--- src/rtl/fpu_pkg.sv ---
// Shared definitions for the FPU request-side controller: opcodes,
// rounding modes, flag bit positions and controller state encodings.
package fpu_pkg;

  localparam logic [6:0] FADD_S   = 7'b0000000;
  localparam logic [6:0] FADD_D   = 7'b0000001;
  localparam logic [6:0] FSUB_S   = 7'b0000100;
  localparam logic [6:0] FSUB_D   = 7'b0000101;
  localparam logic [6:0] FCMP_S   = 7'b1010000;
  localparam logic [6:0] FCMP_D   = 7'b1010001;
  localparam logic [6:0] FCVT_D_S = 7'b0100001;
  localparam logic [6:0] FCVT_W_S = 7'b1100000;
  localparam logic [6:0] FCVT_D_W = 7'b1101001;

  localparam logic [2:0] RM_RNE = 3'b000;
  localparam logic [2:0] RM_RTZ = 3'b001;
  localparam logic [2:0] RM_RDN = 3'b010;
  localparam logic [2:0] RM_RUP = 3'b011;
  localparam logic [2:0] RM_RMM = 3'b100;
  localparam logic [2:0] RM_DYN = 3'b111;

  localparam int FLAG_NV = 4;
  localparam int FLAG_DZ = 3;
  localparam int FLAG_OF = 2;
  localparam int FLAG_UF = 1;
  localparam int FLAG_NX = 0;

  // state | meaning
  // IDLE  | waiting for a request, req_ready high
  // EXEC  | operands held on fpu_*, latency counter running
  // RESP  | response held until the consumer accepts it
  localparam logic [1:0] S_IDLE = 2'd0;
  localparam logic [1:0] S_EXEC = 2'd1;
  localparam logic [1:0] S_RESP = 2'd2;

  // Compare ops return a single bit instead of the FPU result word.
  function automatic logic is_cmp(input logic [6:0] func7);
    return (func7 == FCMP_S) || (func7 == FCMP_D);
  endfunction

  // Encodings 101, 110 and 111 are reserved once dynamic mode is resolved.
  function automatic logic rm_legal(input logic [2:0] rm);
    return rm <= RM_RMM;
  endfunction

endpackage

--- src/rtl/fpu_issue_ctrl.sv ---
// FPU issue controller: accepts one op at a time, resolves the dynamic
// rounding mode, drives registered FPU inputs, waits a fixed latency and
// returns the captured result plus status flags. Keeps sticky fflags.
module fpu_issue_ctrl
  import fpu_pkg::*;
#(
  parameter int unsigned LATENCY = 1
) (
  input  logic        clk,
  input  logic        rst_n,
  input  logic        req_valid,
  output logic        req_ready,
  input  logic [6:0]  req_func7,
  input  logic [2:0]  req_func3,
  input  logic [2:0]  req_rm,
  input  logic        req_cvt_wu,
  input  logic [63:0] req_a,
  input  logic [63:0] req_b,
  input  logic [2:0]  csr_frm,
  input  logic        clear_flags,
  output logic [6:0]  fpu_func7,
  output logic [2:0]  fpu_func3,
  output logic [2:0]  fpu_rm,
  output logic        fpu_cvt_wu,
  output logic [63:0] fpu_a,
  output logic [63:0] fpu_b,
  input  logic [63:0] fpu_result,
  input  logic        fpu_nv,
  input  logic        fpu_dz,
  input  logic        fpu_of,
  input  logic        fpu_uf,
  input  logic        fpu_nx,
  input  logic        fpu_cmp,
  output logic        rsp_valid,
  input  logic        rsp_ready,
  output logic [63:0] rsp_data,
  output logic [4:0]  rsp_flags,
  output logic        rsp_illegal,
  output logic [4:0]  fflags
);

  localparam logic [3:0] CNT_LOAD = 4'(LATENCY - 1);

  logic [1:0]  state;
  logic [3:0]  cnt;
  logic [2:0]  rm_eff;
  logic        accept;
  logic        accept_ok;
  logic        capture;
  logic [4:0]  cap_flags;
  logic [63:0] cap_data;

  assign req_ready = (state == S_IDLE);
  assign rsp_valid = (state == S_RESP);
  assign rm_eff    = (req_rm == RM_DYN) ? csr_frm : req_rm;
  assign accept    = req_ready && req_valid;
  assign accept_ok = accept && rm_legal(rm_eff);
  assign capture   = (state == S_EXEC) && (cnt == 4'd0);
  assign cap_flags = {fpu_nv, fpu_dz, fpu_of, fpu_uf, fpu_nx};
  assign cap_data  = is_cmp(fpu_func7) ? {63'b0, fpu_cmp} : fpu_result;

  // State machine and latency down-counter.
  always_ff @(posedge clk or negedge rst_n) begin
    if (!rst_n) begin
      state <= S_IDLE;
      cnt   <= 4'd0;
    end else begin
      case (state)
        S_IDLE: begin
          if (accept_ok) begin
            state <= S_EXEC;
            cnt   <= CNT_LOAD;
          end else if (accept) begin
            state <= S_RESP;
          end
        end
        S_EXEC: begin
          if (capture) state <= S_RESP;
          else         cnt   <= cnt - 4'd1;
        end
        S_RESP: begin
          if (rsp_ready) state <= S_IDLE;
        end
        default: state <= S_IDLE;
      endcase
    end
  end

  // FPU input registers, loaded only by a legal accept.
  always_ff @(posedge clk or negedge rst_n) begin
    if (!rst_n) begin
      fpu_func7  <= '0;
      fpu_func3  <= '0;
      fpu_rm     <= '0;
      fpu_cvt_wu <= 1'b0;
      fpu_a      <= '0;
      fpu_b      <= '0;
    end else if (accept_ok) begin
      fpu_func7  <= req_func7;
      fpu_func3  <= req_func3;
      fpu_rm     <= rm_eff;
      fpu_cvt_wu <= req_cvt_wu;
      fpu_a      <= req_a;
      fpu_b      <= req_b;
    end
  end

  // Response registers: captured result, or a zeroed illegal-rm response.
  always_ff @(posedge clk or negedge rst_n) begin
    if (!rst_n) begin
      rsp_data    <= '0;
      rsp_flags   <= '0;
      rsp_illegal <= 1'b0;
    end else if (accept && !accept_ok) begin
      rsp_data    <= '0;
      rsp_flags   <= '0;
      rsp_illegal <= 1'b1;
    end else if (capture) begin
      rsp_data  <= cap_data;
      rsp_flags <= cap_flags;
    end else if (rsp_valid && rsp_ready) begin
      rsp_illegal <= 1'b0;
    end
  end

  // Sticky accrued flags; a same-cycle capture survives a clear.
  always_ff @(posedge clk or negedge rst_n) begin
    if (!rst_n) begin
      fflags <= '0;
    end else if (clear_flags) begin
      fflags <= capture ? cap_flags : 5'b0;
    end else if (capture) begin
      fflags <= fflags | cap_flags;
    end
  end

endmodule

--- config.mk ---
export PLATFORM = sky130hd
export DESIGN_NAME = fpu_issue_ctrl
export DESIGN_NICKNAME = d
export VERILOG_FILES = /design/src/rtl/fpu_pkg.sv /design/src/rtl/fpu_issue_ctrl.sv
export SDC_FILE = /design/constraint.sdc
export NUM_CORES = 1
export LEC_CHECK = 0
export CORE_MARGIN = 1
export CORE_UTILIZATION = 27
export CTS_CLUSTER_SIZE = 12
export DETAILED_ROUTE_END_ITERATION = 8
export PLACE_DENSITY = 0.61
export SYNTH_ARGS = -nofsm -noshare
export SYNTH_HDL_FRONTEND = slang
export SYNTH_SLANG_ARGS = --single-unit
export TNS_END_PERCENT = 1
--- constraint.sdc ---
create_clock -name clk -period 4.75 [get_ports clk]
set_input_delay 0.95 -clock clk [delete_from_list [all_inputs] [get_ports clk]]
set_output_delay 0.95 -clock clk [all_outputs]
set_load 0.05 [all_outputs]
==> impl_metrics.py, run 1 <==
metrics = {
    "sta": {
        "hold_viol": 0,
        "finalSetupViolations": 0,
        "fmaxAchievable_mhz": 341,
        "max_slew_margin_pct": 47.9,
        "whs_ns": 0.448,
        "rsz0062_at_grt": "false",
        "setup_slack_ns": 1.82,
        "worst_pin_slew_ns": 0.781,
        "fin_setup_tns_ns": 0,
        "layout_min_cycle_time_ns": 2.93,
        "fin_crit_sh_pct": 61.8,
        "slew_viol_final": 0,
        "fin_worst_skew_ns": 0.0106,
    },
    "drt": {
        "drtIter0Drc": 231,
        "met3_length_um": 2090,
        "m1WireLength_um": 10100,
        "drtPass1Iterations": 4,
        "highest_layer": "met4",
        "via_per_inst": 4.41,
        "routed_wl_um": 25000,
        "ant_nets": 0,
        "post_drt_wl_per_cell_um": 18.0,
        "vias": 6112,
        "met2_length_um": 12400,
        "drc": 0,
    },
    "setup_path": {
        "critPathCaptureType": "output pin",
        "cp_cell_sequence": "nand2b_1 -> inv_1 -> clkdlybuf4s50_1",
        "rrSetupSlack_ns": 1.92,
        "crit-reg2reg-launch": "cnt[0]$_DFFE_PN0P_",
        "path_max_fanout": 5,
        "crit_arrival_ns": 1.98,
        "crit_type": "reg2out",
        "cp.required_ns": 3.80,
        "crit_slowest_cell": "clkdlybuf4s50_1",
        "reg2reg_to": "rsp_data[33]$_DFFE_PN0P_",
        "cpLargestDelayFamily": "buffers and inverters",
        "cp_slowest_stage_delay_ns": 0.81,
        "cp_num_buf_inv": 2,
        "cp-start-kind": "flop",
        "worstRegToRegCells": 7,
    },
    "clocking": {
        "hold_buffers": 0,
        "cts-root-buf": "clkbuf_16",
        "cts_setup_buffers": 0,
        "cts_tree": "yes",
        "clkTransAtPathRegs_ns": 0.06,
        "numCtsBuffers": 26,
        "clock_latency_ns": 0.52,
        "clock-sinks": 223,
        "ctsHtreeMaxLevel": 1,
        "max-clock-path-buffers": 3,
        "ctsResizeCount": 0,
    },
    "yosys": {
        "syn-instance-count": 532,
        "yosys.area.top_type_share_pct": 66.9,
        "yosys_register_bits": 223,
        "synth_nets": 753,
        "async_flop_share_pct": 100,
        "synth.cell_area_um2": 8340,
        "synth_area_leaders": "dfrtp_1, mux2_2, mux2_1",
        "seq_area_frac_synth_pct": 66.9,
        "yosysTopAreaCell": "dfrtp_1",
        "synth-edff-count": 0,
        "synth_cell_types": 35,
        "ys.flop_type": "dfrtp_1",
        "yosys_warnings": 0,
        "syn_avg_cell_area_um2": 15.7,
    },
    "layout": {
        "layout_common_cells": "clkdlybuf4s50_1, dfrtp_1, mux2_2",
        "fill_cells": 2742,
        "nets": 1198,
        "mostFrequentLayoutCell": "clkdlybuf4s50_1",
        "stdcell_count": 1386,
        "areaGrowthSynthToFinish_pct": 68.2,
        "diodes": 0,
        "layout-drive-gt1-share_pct": 14.5,
    },
    "die": {
        "design.core.area_um2": 30000,
        "rows": 63,
        "die_h_um": 178,
        "die-width_um": 178,
        "die-area_um2": 31600,
        "io-pin-count": 439,
        "start_util_pct": 27.8,
    },
    "min_path": {
        "hp-class": "in2async",
    },
    "power": {
        "p_leak_nw": 5.83,
        "vdd_ir_drop_max_uv": 380,
        "power_w": 0.0118,
        "power_per_cell_area_nw_per_um2": 840,
    },
    "placed_design": {
        "dpl_worst_slack_ns": 1.34,
        "gp_congestion": 0.745,
        "post-place-cells": 1339,
        "io_buffer_count": 438,
        "dp_hpwl_um": 18100,
    },
    "status": {
        "status": "finished, final reports clean",
    },
    "grt": {
        "grt_util_all_layers_pct": 15.1,
        "grt_antenna_before_repair": 0,
        "grt_max_degree": 100,
        "grt_pass1_vias": 6131,
        "grt_pass1_wl_um": 36800,
        "grt_overflow": 0,
    },
    "job": {
        "max_cap_viol_count": 0,
    },
}
-- stage by stage --
step	cell area, um2	utilization (%)
2_1_floorplan	8340	-
3_3_place_gp	13100	43.7
3_5_place_dp	13100	43.7
4_1_cts	14000	46.7
5_1_grt	14000	46.7
6_report	14000	46.7
-- synth_stat cells, types with 2 or more instances --
cell,count
a22o_1,63
nor3_1,2
or3b_1,2
mux2i_1,2
nor2_2,2
nand2b_1,2
buf_4,7
o31ai_1,2
clkbuf_1,2
mux2_2,89
nand2_1,18
a21oi_1,6
buf_6,6
o21ai_0,12
dfrtp_1,223
mux2_1,50
nor2_1,5
inv_1,8
buf_2,15
-- sequential cells by signal, summed over array words and instances (netlist names) --
name,flops
fpu_a,64
fpu_b,64
rsp_data,64
fpu_func7,7
fflags,5
rsp_flags,5
cnt,4
fpu_func3,3
fpu_rm,3
state,2
fpu_cvt_wu,1
rsp_illegal,1
-- logic make-up (layout without fill, tap and decap cells) --
| group | count (synthesis) | count (layout) | share of synthesized area, % |
|---|---|---|---|
| compound gates | 91 | 91 | 8.80 |
| fa+ha+maj | 1 | 1 | 0.150 |
| buf+inv | 38 | 502 | 2.79 |
| flops | 223 | 223 | 66.9 |
| mux | 141 | 141 | 19.0 |
| simple gates | 38 | 38 | 2.31 |
-- layout make-up --
type | count | area, um2 | area share, %
multi-input cells | 271 | 2530 | 18.1
clock buffers | 42 | 822 | 5.86
flip-flops and latches | 223 | 5580 | 39.8
clock inverters | 5 | 75.1 | 0.535
inverters | 8 | 30.0 | 0.214
repair buffers | 447 | 4490 | 32.0
well taps | 390 | 488 | 3.48
-- how the worst max path moves through the flow --
stage,cells past startpoint,end,start
after global placement,6,fpu_a[26]$_DFFE_PN0P_,csr_frm[0]
after global routing,7,rsp_data[46]$_DFFE_PN0P_,cnt[0]$_DFFE_PN0P_
after detailed placement,6,fpu_a[36]$_DFFE_PN0P_,csr_frm[0]
final,3,rsp_valid,state[0]$_DFFE_PN0P_
after floorplan,6,fpu_b[15]$_DFFE_PN0P_,csr_frm[0]
after CTS,3,rsp_valid,state[0]$_DFFE_PN0P_
-- where the power goes --
group          switching [W]  internal, W
Combinational        0.00416      0.00234
Sequential          0.000452      0.00278
Clock               0.000774      0.00128
-- per-layer routing --
metal,track usage (%),vias to the layer above
met5,0,-
met4,3.95,0
met3,4.31,29
met2,25.7,247
met1,18.6,3012
li1,-,2824
Power figures use the tool's default switching activity.
==> run 2, diff against run 1 <==
clock period = 2.8 ns   (was 4.75 ns; I/O delays follow)
==> run 2 against run 1 <==
  * Combinational power up 72%
  * Highest routed layer unchanged
  * Clock power up 57%
  * Via count up 0.38%
  * Die area unchanged
==> impl_metrics.py, run 2 (synthesized netlist as in run 1, its figures left out) <==
metrics = {
    "status": {
        "status": "finished, final reports clean",
    },
    "placed_design": {
        "dpl_worst_slack_ns": 0.188,
        "io_buffer_count": 438,
        "gp_congestion": 0.725,
        "dp_hpwl_um": 18800,
    },
    "setup_path": {
        "cp-start-kind": "flop",
        "rrSetupSlack_ns": 0.54,
        "cp.required_ns": 2.24,
        "critPathCaptureType": "output pin",
        "path_max_fanout": 5,
        "crit_arrival_ns": 2.00,
        "crit_type": "reg2out",
    },
    "grt": {
        "grt_util_all_layers_pct": 15.1,
        "grt_max_degree": 70,
        "grt_antenna_before_repair": 0,
        "grt_pass1_wl_um": 37000,
        "grt_overflow": 0,
        "grt_pass1_vias": 6267,
    },
    "layout": {
        "reg.largest.list": "fpu_a (64), fpu_b (64), rsp_data (64)",
        "nets": 1216,
        "areaGrowthSynthToFinish_pct": 69.9,
        "fill_cells": 2735,
        "final_util_pct": 47.2,
        "layout-drive-gt1-share_pct": 15.3,
        "layout_common_cells": "clkdlybuf4s50_1, dfrtp_1, mux2_2",
        "mostFrequentLayoutCell": "clkdlybuf4s50_1",
        "diodes": 0,
    },
    "drt": {
        "drtPass1Iterations": 4,
        "post_drt_wl_per_cell_um": 18.2,
        "routed_wl_um": 25500,
        "drc": 0,
        "ant_nets": 0,
        "via_per_inst": 4.38,
        "drtIter0Drc": 248,
        "vias": 6135,
    },
    "power": {
        "power_w": 0.0199,
        "power_per_cell_area_nw_per_um2": 1410,
        "p_leak_nw": 5.90,
        "vdd_ir_drop_max_uv": 695,
    },
    "job": {
        "max_cap_viol_count": 0,
    },
    "sta": {
        "fin_worst_skew_ns": 0.00979,
        "rsz0062_at_grt": "false",
        "fmaxAchievable_mhz": 391,
        "worst_pin_slew_ns": 0.589,
        "fin_crit_sh_pct": 91.3,
        "slew_viol_final": 0,
        "hold_viol": 0,
        "finalSetupViolations": 0,
        "layout_min_cycle_time_ns": 2.56,
        "fin_setup_tns_ns": 0,
        "whs_ns": 0.483,
        "max_slew_margin_pct": 60.6,
        "setup_slack_ns": 0.243,
    },
    "die": {
        "start_util_pct": 27.8,
        "die_h_um": 178,
        "io-pin-count": 439,
        "design.core.area_um2": 30000,
        "die-area_um2": 31600,
        "die-width_um": 178,
        "rows": 63,
    },
    "clocking": {
        "clock-sinks": 223,
        "cts-root-buf": "clkbuf_16",
        "max-clock-path-buffers": 3,
        "cts_tree": "yes",
        "cts_setup_buffers": 0,
        "clkTransAtPathRegs_ns": 0.06,
        "ctsHtreeMaxLevel": 1,
        "numCtsBuffers": 26,
        "clock_latency_ns": 0.52,
    },
    "min_path": {
        "hp-class": "reg2reg",
    },
}
==> run 2: changes by cell type in the layout (fill, tap and decap cells not counted) <==
cell           previous run  this run
dlygate4sd3_1             0         1
buf_4                     6        16
buf_12                    3        10
clkbuf_8                  9         7
inv_6                     0         1
clkinv_2                  3         0
bufinv_16                 2         0
clkbuf_1                  6         9
==> run 2: cell type report <==
cell class	instances	area [um2]	area share, %
sequential	223	5580	39.4
timing repair buffer	465	4720	33.3
multi-input combinational	271	2530	17.9
clock buffer	43	806	5.69
tap	390	488	3.44
inverter	8	30.0	0.212
clock inverter	1	8.76	0.0618
==> run 2: report_power, final <==
group	internal [W]	leakage, nW	switching (W)
registers	0.00471	2.73	0.000794
logic	0.00409	2.77	0.00709
clock network	0.00194	0.398	0.00129
total	0.0107	5.90	0.00917
==> run 2: what timing repair did <==
item	in CTS	in global routing
resized for setup	0	0
hold buffers	1	0
hold endpoints to repair	22	0
==> run 2: worst paths after layout <==
path / start / to / depth (start not counted)
hold / removal: fpu_b[41]$_DFFE_PN0P_ / fpu_b[41]$_DFFE_PN0P_ / 1
max in group asynchronous: rst_n / fpu_a[33]$_DFFE_PN0P_ / 3
setup reg to reg: cnt[0]$_DFFE_PN0P_ / rsp_data[43]$_DFFE_PN0P_ / 7
hold reg to reg: fpu_b[41]$_DFFE_PN0P_ / fpu_b[41]$_DFFE_PN0P_ / 1
min in group asynchronous: rst_n / fpu_b[54]$_DFFE_PN0P_ / 2
setup / recovery: state[0]$_DFFE_PN0P_ / rsp_valid / 3
==> run 2: per-layer routing <==
| metal | global-route usage (%) | wire length, um |
|---|---|---|
| met4 | 3.56 | 391 |
| met1 | 18.8 | 10300 |
| met5 | 0 | 0 |
| met3 | 4.01 | 2010 |
| met2 | 26.0 | 12700 |
==> run 2: worst max-delay path, cell delays in order (launching register included) <==
cell             delay (ns)
dfrtp_1                0.42
nand2b_1               0.17
inv_1                  0.07
clkdlybuf4s50_1        0.82
==> run 2: metrics by stage <==
stage               std cells  cell area [um2]
finish                   1401            14200
global route             1401            14200
CTS                      1401            14200
detailed placement       1356            13300
global placement         1356            13300
floorplan                 532             8340
